**config.mk**
```make
export PLATFORM = sky130hd
export DESIGN_NAME = fifo_rd_stream_flat
export DESIGN_NICKNAME = d
export VERILOG_FILES = /design/src/rtl/fifo_rd_stream_if.sv /design/src/rtl/fifo_rd_stream.sv /design/src/flat_wrapper.sv
export SDC_FILE = /design/constraint.sdc
export NUM_CORES = 1
export LEC_CHECK = 0
export CAP_MARGIN = 20
export CELL_PAD_IN_SITES_DETAIL_PLACEMENT = 1
export CELL_PAD_IN_SITES_GLOBAL_PLACEMENT = 1
export CORE_ASPECT_RATIO = 0.75
export CORE_MARGIN = 3
export CORE_UTILIZATION = 28
export DETAILED_ROUTE_END_ITERATION = 8
export PLACE_DENSITY_LB_ADDON = 0.1
export SLEW_MARGIN = 20
export SYNTH_ARGS = -nofsm -noshare
export SYNTH_HDL_FRONTEND = slang
export SYNTH_SLANG_ARGS = --single-unit
```
**constraint.sdc**
```tcl
create_clock -name rd_clk -period 4 [get_ports rd_clk]
set_input_delay 0.8 -clock rd_clk [delete_from_list [all_inputs] [get_ports rd_clk]]
set_output_delay 0.8 -clock rd_clk [all_outputs]
set_load 0.03 [all_outputs]
```
**src/rtl/fifo_rd_stream_if.sv**
```systemverilog
// Valid/ready stream carrying words drained from the async_fifo read port.
// Pure wiring; master drives m_valid/m_data, slave drives m_ready.
// A word moves on any rd_clk edge where m_valid && m_ready.
interface fifo_rd_stream_if #(
  parameter int DATA_WIDTH = 8
);
  logic                  m_valid;
  logic                  m_ready;
  logic [DATA_WIDTH-1:0] m_data;

  modport master (output m_valid, output m_data, input m_ready);
  modport slave  (input m_valid, input m_data, output m_ready);
endinterface

```
**src/rtl/fifo_rd_stream.sv**
```systemverilog
// Drains async_fifo (empty/rd_en/rd_data) into a valid/ready stream via a credit-checked skid buffer.
// Latency: rd_en in cycle N -> m_valid in cycle N+RD_LATENCY+1; one word per cycle sustained.
// Backpressure: reads issue only while buffered + in-flight < BUF_DEPTH, so stalls never lose data.
// Optional FIFO_RD_STREAM_STATS_EN adds word_count and max_occupancy outputs.
module fifo_rd_stream #(
  parameter int DATA_WIDTH = 8,
  parameter int RD_LATENCY = 1
) (
  input  logic                  rd_clk,
  input  logic                  rst_n,
  input  logic                  fifo_empty,
  output logic                  fifo_rd_en,
  input  logic [DATA_WIDTH-1:0] fifo_rd_data,
  fifo_rd_stream_if.master      m_if
`ifdef FIFO_RD_STREAM_STATS_EN
  ,
  output logic [31:0]                         word_count,
  output logic [$clog2(RD_LATENCY+3)-1:0]     max_occupancy
`endif
);

  // Skid depth covers the read pipeline plus one word on the output and one of slack.
  localparam int BUF_DEPTH = RD_LATENCY + 2;
  localparam int OCC_W     = $clog2(BUF_DEPTH + 1);
  localparam int PTR_W     = $clog2(BUF_DEPTH);

  logic [RD_LATENCY-1:0] issue_pipe;
  logic                  capture;
  logic                  pop;
  logic [OCC_W:0]        inflight;
  logic [OCC_W-1:0]      occupancy;
  logic [OCC_W-1:0]      occupancy_nxt;
  logic [PTR_W-1:0]      wr_ptr;
  logic [PTR_W-1:0]      rd_ptr;
  logic [DATA_WIDTH-1:0] buf_mem [BUF_DEPTH];

  function automatic logic [PTR_W-1:0] ptr_inc(input logic [PTR_W-1:0] p);
    return (p == PTR_W'(BUF_DEPTH - 1)) ? '0 : p + 1'b1;
  endfunction

  // The oldest issue bit leaving the pipe marks the cycle fifo_rd_data is valid.
  assign capture = issue_pipe[RD_LATENCY-1];
  assign pop     = m_if.m_valid && m_if.m_ready;

  // Output comes straight from buffer registers; no path from fifo_rd_data.
  assign m_if.m_valid = (occupancy != '0);
  assign m_if.m_data  = buf_mem[rd_ptr];

  // Count reads already issued but not yet captured.
  always_comb begin
    inflight = '0;
    for (int i = 0; i < RD_LATENCY; i++) begin
      inflight = inflight + (OCC_W+1)'(issue_pipe[i]);
    end
  end

  // Issue only with a guaranteed free slot; a same-cycle pop is deliberately not counted.
  assign fifo_rd_en = rst_n && !fifo_empty &&
                      (({1'b0, occupancy} + inflight) < (OCC_W+1)'(BUF_DEPTH));

  // Next occupancy from capture (push) and transfer (pop).
  always_comb begin
    occupancy_nxt = occupancy;
    case ({capture, pop})
      2'b10:   occupancy_nxt = occupancy + 1'b1;
      2'b01:   occupancy_nxt = occupancy - 1'b1;
      default: occupancy_nxt = occupancy;
    endcase
  end

  // Shift issue bits toward the capture point, one stage per read-latency cycle.
  always_ff @(posedge rd_clk or negedge rst_n) begin
    if (!rst_n) begin
      issue_pipe <= '0;
    end else begin
      issue_pipe[0] <= fifo_rd_en;
      for (int i = 1; i < RD_LATENCY; i++) begin
        issue_pipe[i] <= issue_pipe[i-1];
      end
    end
  end

  // Circular skid buffer: write at tail on capture, advance head on transfer.
  always_ff @(posedge rd_clk or negedge rst_n) begin
    if (!rst_n) begin
      wr_ptr    <= '0;
      rd_ptr    <= '0;
      occupancy <= '0;
      for (int i = 0; i < BUF_DEPTH; i++) begin
        buf_mem[i] <= '0;
      end
    end else begin
      if (capture) begin
        buf_mem[wr_ptr] <= fifo_rd_data;
        wr_ptr          <= ptr_inc(wr_ptr);
      end
      if (pop) begin
        rd_ptr <= ptr_inc(rd_ptr);
      end
      occupancy <= occupancy_nxt;
    end
  end

`ifdef FIFO_RD_STREAM_STATS_EN
  // Transfer counter (wraps) and occupancy high-water mark since reset.
  always_ff @(posedge rd_clk or negedge rst_n) begin
    if (!rst_n) begin
      word_count    <= '0;
      max_occupancy <= '0;
    end else begin
      if (pop) begin
        word_count <= word_count + 32'd1;
      end
      if (occupancy_nxt > max_occupancy) begin
        max_occupancy <= occupancy_nxt;
      end
    end
  end
`endif

endmodule

```
**src/flat_wrapper.sv**
```systemverilog
// flat-port wrapper written by rule: the top's interface ports become plain ports
module fifo_rd_stream_flat 
#(
  parameter int DATA_WIDTH = 8,
  parameter int RD_LATENCY = 1
)
  (rd_clk, rst_n, fifo_empty, fifo_rd_en, fifo_rd_data, m_if_m_valid, m_if_m_data, m_if_m_ready);
  fifo_rd_stream_if #(.DATA_WIDTH(DATA_WIDTH)) m_if_i ();
  input  logic rd_clk;
  input  logic rst_n;
  input  logic fifo_empty;
  output logic fifo_rd_en;
  input  logic [DATA_WIDTH-1:0] fifo_rd_data;
  output wire logic [$bits(m_if_i.m_valid)-1:0] m_if_m_valid;
  output wire logic [$bits(m_if_i.m_data)-1:0] m_if_m_data;
  input wire logic [$bits(m_if_i.m_ready)-1:0] m_if_m_ready;
  assign m_if_m_valid = m_if_i.m_valid;
  assign m_if_m_data = m_if_i.m_data;
  assign m_if_i.m_ready = m_if_m_ready;
  fifo_rd_stream #(.DATA_WIDTH(DATA_WIDTH), .RD_LATENCY(RD_LATENCY)) u_core (.rd_clk(rd_clk), .rst_n(rst_n), .fifo_empty(fifo_empty), .fifo_rd_en(fifo_rd_en), .fifo_rd_data(fifo_rd_data), .m_if(m_if_i));
endmodule
```
==> qor.txt, run 1 <==
drc violations: 0
gr ovfl total: 0
first-pass GRT wire length: 5110 um
Switch Pwr: 601 uW
post-synth top area cell: dfrtp_1
mapped cell area: 1380 um^2
Max Freq: 305 MHz
Placement Setup Slack: 993 ps
post-cts gate resize count: 0
Iteration-0 DRC Markers: 33
die height: 66.8 um
Hold WC Path Type: reg2reg
Clock power frac: 16.9%
latest clock arrival within the worst-skew pair: 280 ps
WL per Instance: 16.6 um
Avg Inst Size Synth: 12.8 um^2
CP top delay family: simple AND/OR/NAND/NOR gates
vias: 891
Mapped Nets: 123
Most used DFF post-synth: dfrtp_1
Total Wirelength: 3180 um
Fin. Hold Viols: 0
vias in the first global route: 1049
area post-placement: 1650 um^2
cell area after layout: 1750 um^2
layout net count: 148
H-tree levels: 2
RSZ-0062 raised after global routing: no
post-synthesis sequential area ratio: 56.2%
row cnt: 21
Final Wtd Congestion: 0.660
Clock Pin Slew Worst Setup and Hold Paths: 60 ps
Die ar.: 5820 um^2
ys async rst share: 100%
largest net degree at the start of global routing: 32
Slew Viols, Final: 0
Slew headroom: 42.6%
Clock Tree Buf Depth: 2
origin of the critical flop-to-flop path: u_core.wr_ptr[0]
Switching Share: 38.0%
VDD IR-drop max: 0.362 mV
Worst Path Required: 3200 ps
CTS buffer count: 5
critical path arrival: 2480 ps
CTS Sinks: 31
buffers and inverters on the worst path: 1
Worst-Margin Slew: 856 ps
Cells after Synth: 108
CP Launch Type: flop
Crit. End Element: output pin
CTS tree: built
antenna-violating nets left: 0
max-cap violations: 0
Setup Skew: 3.07 ps
CP max stage cell: clkdlybuf4s50_1
post-CTS setup buffer count: 0
post-synth top area share: 56.2%
Hold Buf Count CTS: 0
post-DP HPWL: 2220 um
Setup violations, final: 0
clock root buffer: clkbuf_8
min Tclk post-route: 3280 ps
Pint: 983 uW
Vias/cell: 4.66
sum of negative setup slack: 0 ps
CP peak stage delay: 710 ps
final worst slack: 724 ps
final worst-path cycle share: 81.9%
Crit. Startpoint: u_core.rd_ptr[0]
Lkg Pwr: 0.750 nW
Core ar.: 4600 um^2
leading post-synthesis cells by cell area: dfrtp_1 (56%), mux2_2 (20%), mux2i_1 (5.8%)
critical path class: reg2out
Pwr Density: 905 nW/um^2
register share of total power: 38.2%
post-synthesis register bit count: 31
total of fill cells in the finished design: 497
number of flops mapped to enable cells by yosys: 0
initial core utilization: 30.0%
crit-path cells: nor2b_1 -> nand2_1 -> o21ai_0 -> clkdlybuf4s50_1
hold path start: u_core.buf_mem[7]
Port Buffers: 21
status: finished clean
crit-path max FO: 12
I/O pins: 22
GRT Total Usage: 12.3%
layout cell share with drive strength beyond 1: 26.9%
Die W: 87.1 um
synth-to-layout area growth: 26.7%
ANT cells: 0
synth unique cells: 21
initial antenna violation count: 0
1st-pass router iterations: 2
yosys warns: 0
combinational power share: 44.9%
==> routing by layer <==
metal	wire, um	vias up	global-route usage, %
li1	-	426	-
met1	1390	448	14.0
met5	0	-	0
met4	14	0	4.02
met2	1630	15	21.4
met3	140	2	4.70
==> state kept, by name (all words and copies together), names as in the netlist <==
signal and flops:
u_core.occupancy 2, u_core.buf_mem 24, u_core.capture 1, u_core.rd_ptr 2
u_core.wr_ptr 2
==> cells by family (layout without fill, tap and decap cells) <==
family                   after synthesis  after routing  synth area share, %
buffers and inverters                  8             34                 2.35
AND/OR/NAND/NOR                       17             17                 5.80
multiplexers                          32             32                 25.4
adder cells (fa/ha/maj)                3              3                 2.72
flip-flops                            31             31                 56.2
AO/OA/AOI/OAI                         14             14                 5.71
XOR/XNOR                               3              3                 1.90
==> worst reg2reg max path: stages, from the launching register on <==
cell and delay [ps]:
dfrtp_1 410, nor3_2 730, mux2_2 420
==> metrics by stage <==
| step | instances | util [%] | hold slack (ps) | total power, mW |
|---|---|---|---|---|
| 2_1_floorplan | 108 | - | 477 | 1.05 |
| 3_3_place_gp | 183 | 35.9 | 487 | 1.30 |
| 3_5_place_dp | 183 | 35.9 | 498 | 1.34 |
| 4_1_cts | 191 | 38.1 | 513 | 1.61 |
| 5_1_grt | 191 | 38.1 | 526 | 1.70 |
| 6_report | 191 | 38.1 | 508 | 1.58 |
==> power groups by stage <==
stage	Sequential (mW)	Clock, mW	Combinational (mW)
after global placement	0.599	0	0.699
after detailed placement	0.615	0	0.724
after CTS	0.608	0.279	0.727
final	0.606	0.267	0.711
after global routing	0.632	0.291	0.776
after floorplan	0.544	0	0.511
==> synthesized netlist by cell type (2+ instances only) <==
cell and n:
xnor2_1 2, dfrtp_1 31, mux2i_1 8, a21o_1 2, ha_1 3, o21ai_0 11
buf_2 2, nand2_1 10, inv_1 3, mux2_2 24, clkbuf_1 2
==> cell usage in the layout, fill, tap and decap left out, types with 3 or more instances in the layout <==
cell type,netlist,layout
dfrtp_1,31,31
mux2_2,24,24
clkdlybuf4s50_1,0,20
o21ai_0,11,11
nand2_1,10,10
mux2i_1,8,8
clkbuf_8,0,7
inv_1,3,3
ha_1,3,3
==> area by class of cell <==
cell class / instances / area, um^2 / area share [%]
Clock buffer: 8 / 100 / 5.72
Timing Repair Buffer: 22 / 215 / 12.3
Sequential cell: 31 / 776 / 44.3
Multi-Input combinational cell: 69 / 573 / 32.7
Tap cell: 57 / 71.3 / 4.07
Inverter: 4 / 15.0 / 0.858
==> worst paths after layout <==
kind,cells past startpoint,endpoint,slack [ps]
worst max-delay path,4,m_if_m_data[1],720
worst min-delay path,1,u_core.buf_mem[7],510
worst max register to register,2,u_core.buf_mem[18],2320
worst min register to register,1,u_core.buf_mem[7],510
max in group asynchronous,2,u_core.buf_mem[17],2710
min in group asynchronous,2,u_core.buf_mem[4],1000
Power figures use the tool's default switching activity.
==> inputs of run 2 (changes only) <==
==> constraint.sdc (replaced) <==
create_clock -name rd_clk -period 3 [get_ports rd_clk]
set_input_delay 0.6 -clock rd_clk [delete_from_list [all_inputs] [get_ports rd_clk]]
set_output_delay 0.6 -clock rd_clk [all_outputs]
set_load 0.03 [all_outputs]
==> run 2 against run 1 <==
  * Non-clock buffer count increased by 3
  * Critical path type unchanged
  * First-iteration DRC count decreased by 55%
  * Die area unchanged
  * Clock power increased by 60%
  * Global-route usage increased by 0.30 points
  * Worst setup slack got worse by 380 ps
==> qor.txt, run 2 (synthesis results as in run 1) <==
Worst Path Required: 2400 ps (was 3200 ps)
Pint: 1.40 mW (was 983 uW)
latest clock arrival within the worst-skew pair: 280 ps (about the same)
Placement Setup Slack: 633 ps (was 993 ps)
drc violations: 0 (unchanged)
VDD IR-drop max: 0.536 mV (was 0.362 mV)
Hold Buf Count CTS: 0 (unchanged)
first-pass GRT wire length: 5300 um (was 5110 um)
largest net degree at the start of global routing: 32 (unchanged)
Final Wtd Congestion: 0.657 (was 0.660)
clock root buffer: clkbuf_8 (unchanged)
Hold Path Stages: 1 (unchanged)
Vias/cell: 4.77 (was 4.66)
Fin. Hold Viols: 0 (unchanged)
commonest non-fill, non-tap cell in the layout: dfrtp_1 (unchanged)
Worst-Margin Slew: 853 ps (was 856 ps)
H-tree levels: 2 (unchanged)
most flop-heavy register: u_core.buf_mem (unchanged)
Clock Tree Buf Depth: 2 (unchanged)
register share of total power: 33.9% (was 38.2%)
crit-path max FO: 5 (was 12)
1st-pass router iterations: 4 (was 2)
WL per Instance: 16.0 um (was 16.6 um)
CTS Sinks: 31 (unchanged)
max-cap violations: 0 (unchanged)
initial antenna violation count: 0 (unchanged)
critical path class: reg2out (unchanged)
layout cell share with drive strength beyond 1: 29.2% (was 26.9%)
Hold WC Path Type: reg2reg (unchanged)
Total Wirelength: 3100 um (was 3180 um)
Die ar.: 5820 um^2 (unchanged)
final worst-path cycle share: 88.5%
sum of negative setup slack: 0 ps (unchanged)
CTS tree: built (unchanged)
vias: 925 (was 891)
CP Launch Type: flop (unchanged)
I/O pins: 22 (unchanged)
Port Buffers: 21 (unchanged)
RSZ-0062 raised after global routing: no (unchanged)
critical path arrival: 2050 ps (was 2480 ps)
combinational power share: 46.7% (was 44.9%)
Setup Skew: 3.46 ps (was 3.07 ps)
layout net count: 151 (was 148)
synth-to-layout area growth: 29.7% (was 26.7%)
die height: 66.8 um (unchanged)
GRT Total Usage: 12.6% (was 12.3%)
Slew headroom: 42.8% (was 42.6%)
max reg flops: 24 (unchanged)
total of fill cells in the finished design: 500 (was 497)
ANT cells: 0 (unchanged)
Pwr Density: 1230 nW/um^2 (was 905 nW/um^2)
Setup violations, final: 0 (unchanged)
Max Freq: 377 MHz
Switch Pwr: 808 uW (was 601 uW)
antenna-violating nets left: 0 (unchanged)
Design Power: 2.20 mW (was 1.58 mW)
initial core utilization: 30.0% (unchanged)
Die W: 87.1 um (unchanged)
min Tclk post-route: 2650 ps
Lkg Pwr: 0.775 nW (was 0.750 nW)
Clock power frac: 19.4% (was 16.9%)
status: finished clean (unchanged)
row cnt: 21 (unchanged)
CTS buffer count: 5 (unchanged)
Core ar.: 4600 um^2 (unchanged)
post-cts gate resize count: 0 (unchanged)
Crit. End Element: output pin (unchanged)
Iteration-0 DRC Markers: 15 (was 33)
Slew Viols, Final: 0 (unchanged)
final worst slack: 346 ps (was 724 ps)
cells on worst reg2reg path: 3 (was 2)
post-DP HPWL: 2150 um (was 2220 um)
commonest cells after routing, fill and taps aside: dfrtp_1 (31), mux2_2 (24), clkdlybuf4s50_1 (20) (unchanged)
post-CTS setup buffer count: 0 (unchanged)
vias in the first global route: 1067 (was 1049)
Clock Pin Slew Worst Setup and Hold Paths: 60 ps (about the same)
Switching Share: 36.7% (was 38.0%)
gr ovfl total: 0 (unchanged)
run 2: changes by cell type in the layout (fill, tap and decap cells not counted), sizes merged:
cell,before,now
clkinv,0,1
bufinv,0,1
buf,2,5
clkbuf,8,6
run 2: through the flow:
step	hold slack [ps]	instance area, um^2	util [%]	instances
floorplan	304	1380	-	108
global placement	487	1670	36.4	186
detailed placement	494	1670	36.4	186
CTS	509	1790	39.0	194
global route	522	1790	39.0	194
finish	504	1790	39.0	194
run 2: power groups by stage:
stage | clock [mW] | combinational (mW) | sequential [mW]
2_1_floorplan | 0 | 0.684 | 0.725
3_5_place_dp | 0 | 1.05 | 0.757
3_3_place_gp | 0 | 1.03 | 0.740
4_1_cts | 0.442 | 1.05 | 0.748
6_report | 0.428 | 1.03 | 0.747
5_1_grt | 0.468 | 1.12 | 0.777
run 2: critical path, cell delays in order (launching register included):
cell             delay (ps)
dfrtp_1                 370
nor2b_1                 340
buf_4                   220
nand2_1                  60
o21ai_0                  80
clkdlybuf4s50_1         700
run 2: area by class of cell:
cell class / instances / area (um^2) / area share, %
timing repair buffer: 25 / 238 / 13.3
sequential: 31 / 776 / 43.3
inverter: 4 / 15.0 / 0.838
clock buffer: 6 / 82.6 / 4.61
clock inverter: 2 / 35.0 / 1.96
tap: 57 / 71.3 / 3.98
multi-input combinational: 69 / 574 / 32.1
run 2: routing by layer:
metal / GRT usage, % / part of all wire, %
met1: 15.1 / 48
met4: 5.17 / 0.74
met3: 5.07 / 5.1
met2: 20.2 / 46
met5: 0 / 0
run 2: path summary, 6_finish.rpt:
| kind | slack, ps | endpoint | startpoint |
|---|---|---|---|
| hold reg to reg | 500 | u_core.buf_mem[23] | u_core.buf_mem[23] |
| setup reg to reg | 1310 | u_core.buf_mem[22] | u_core.capture |
| max in group asynchronous | 1960 | u_core.buf_mem[16] | rst_n |
| hold / removal | 500 | u_core.buf_mem[23] | u_core.buf_mem[23] |
| setup / recovery | 350 | m_if_m_data[2] | u_core.rd_ptr[0] |
| min in group asynchronous | 750 | u_core.buf_mem[6] | rst_n |
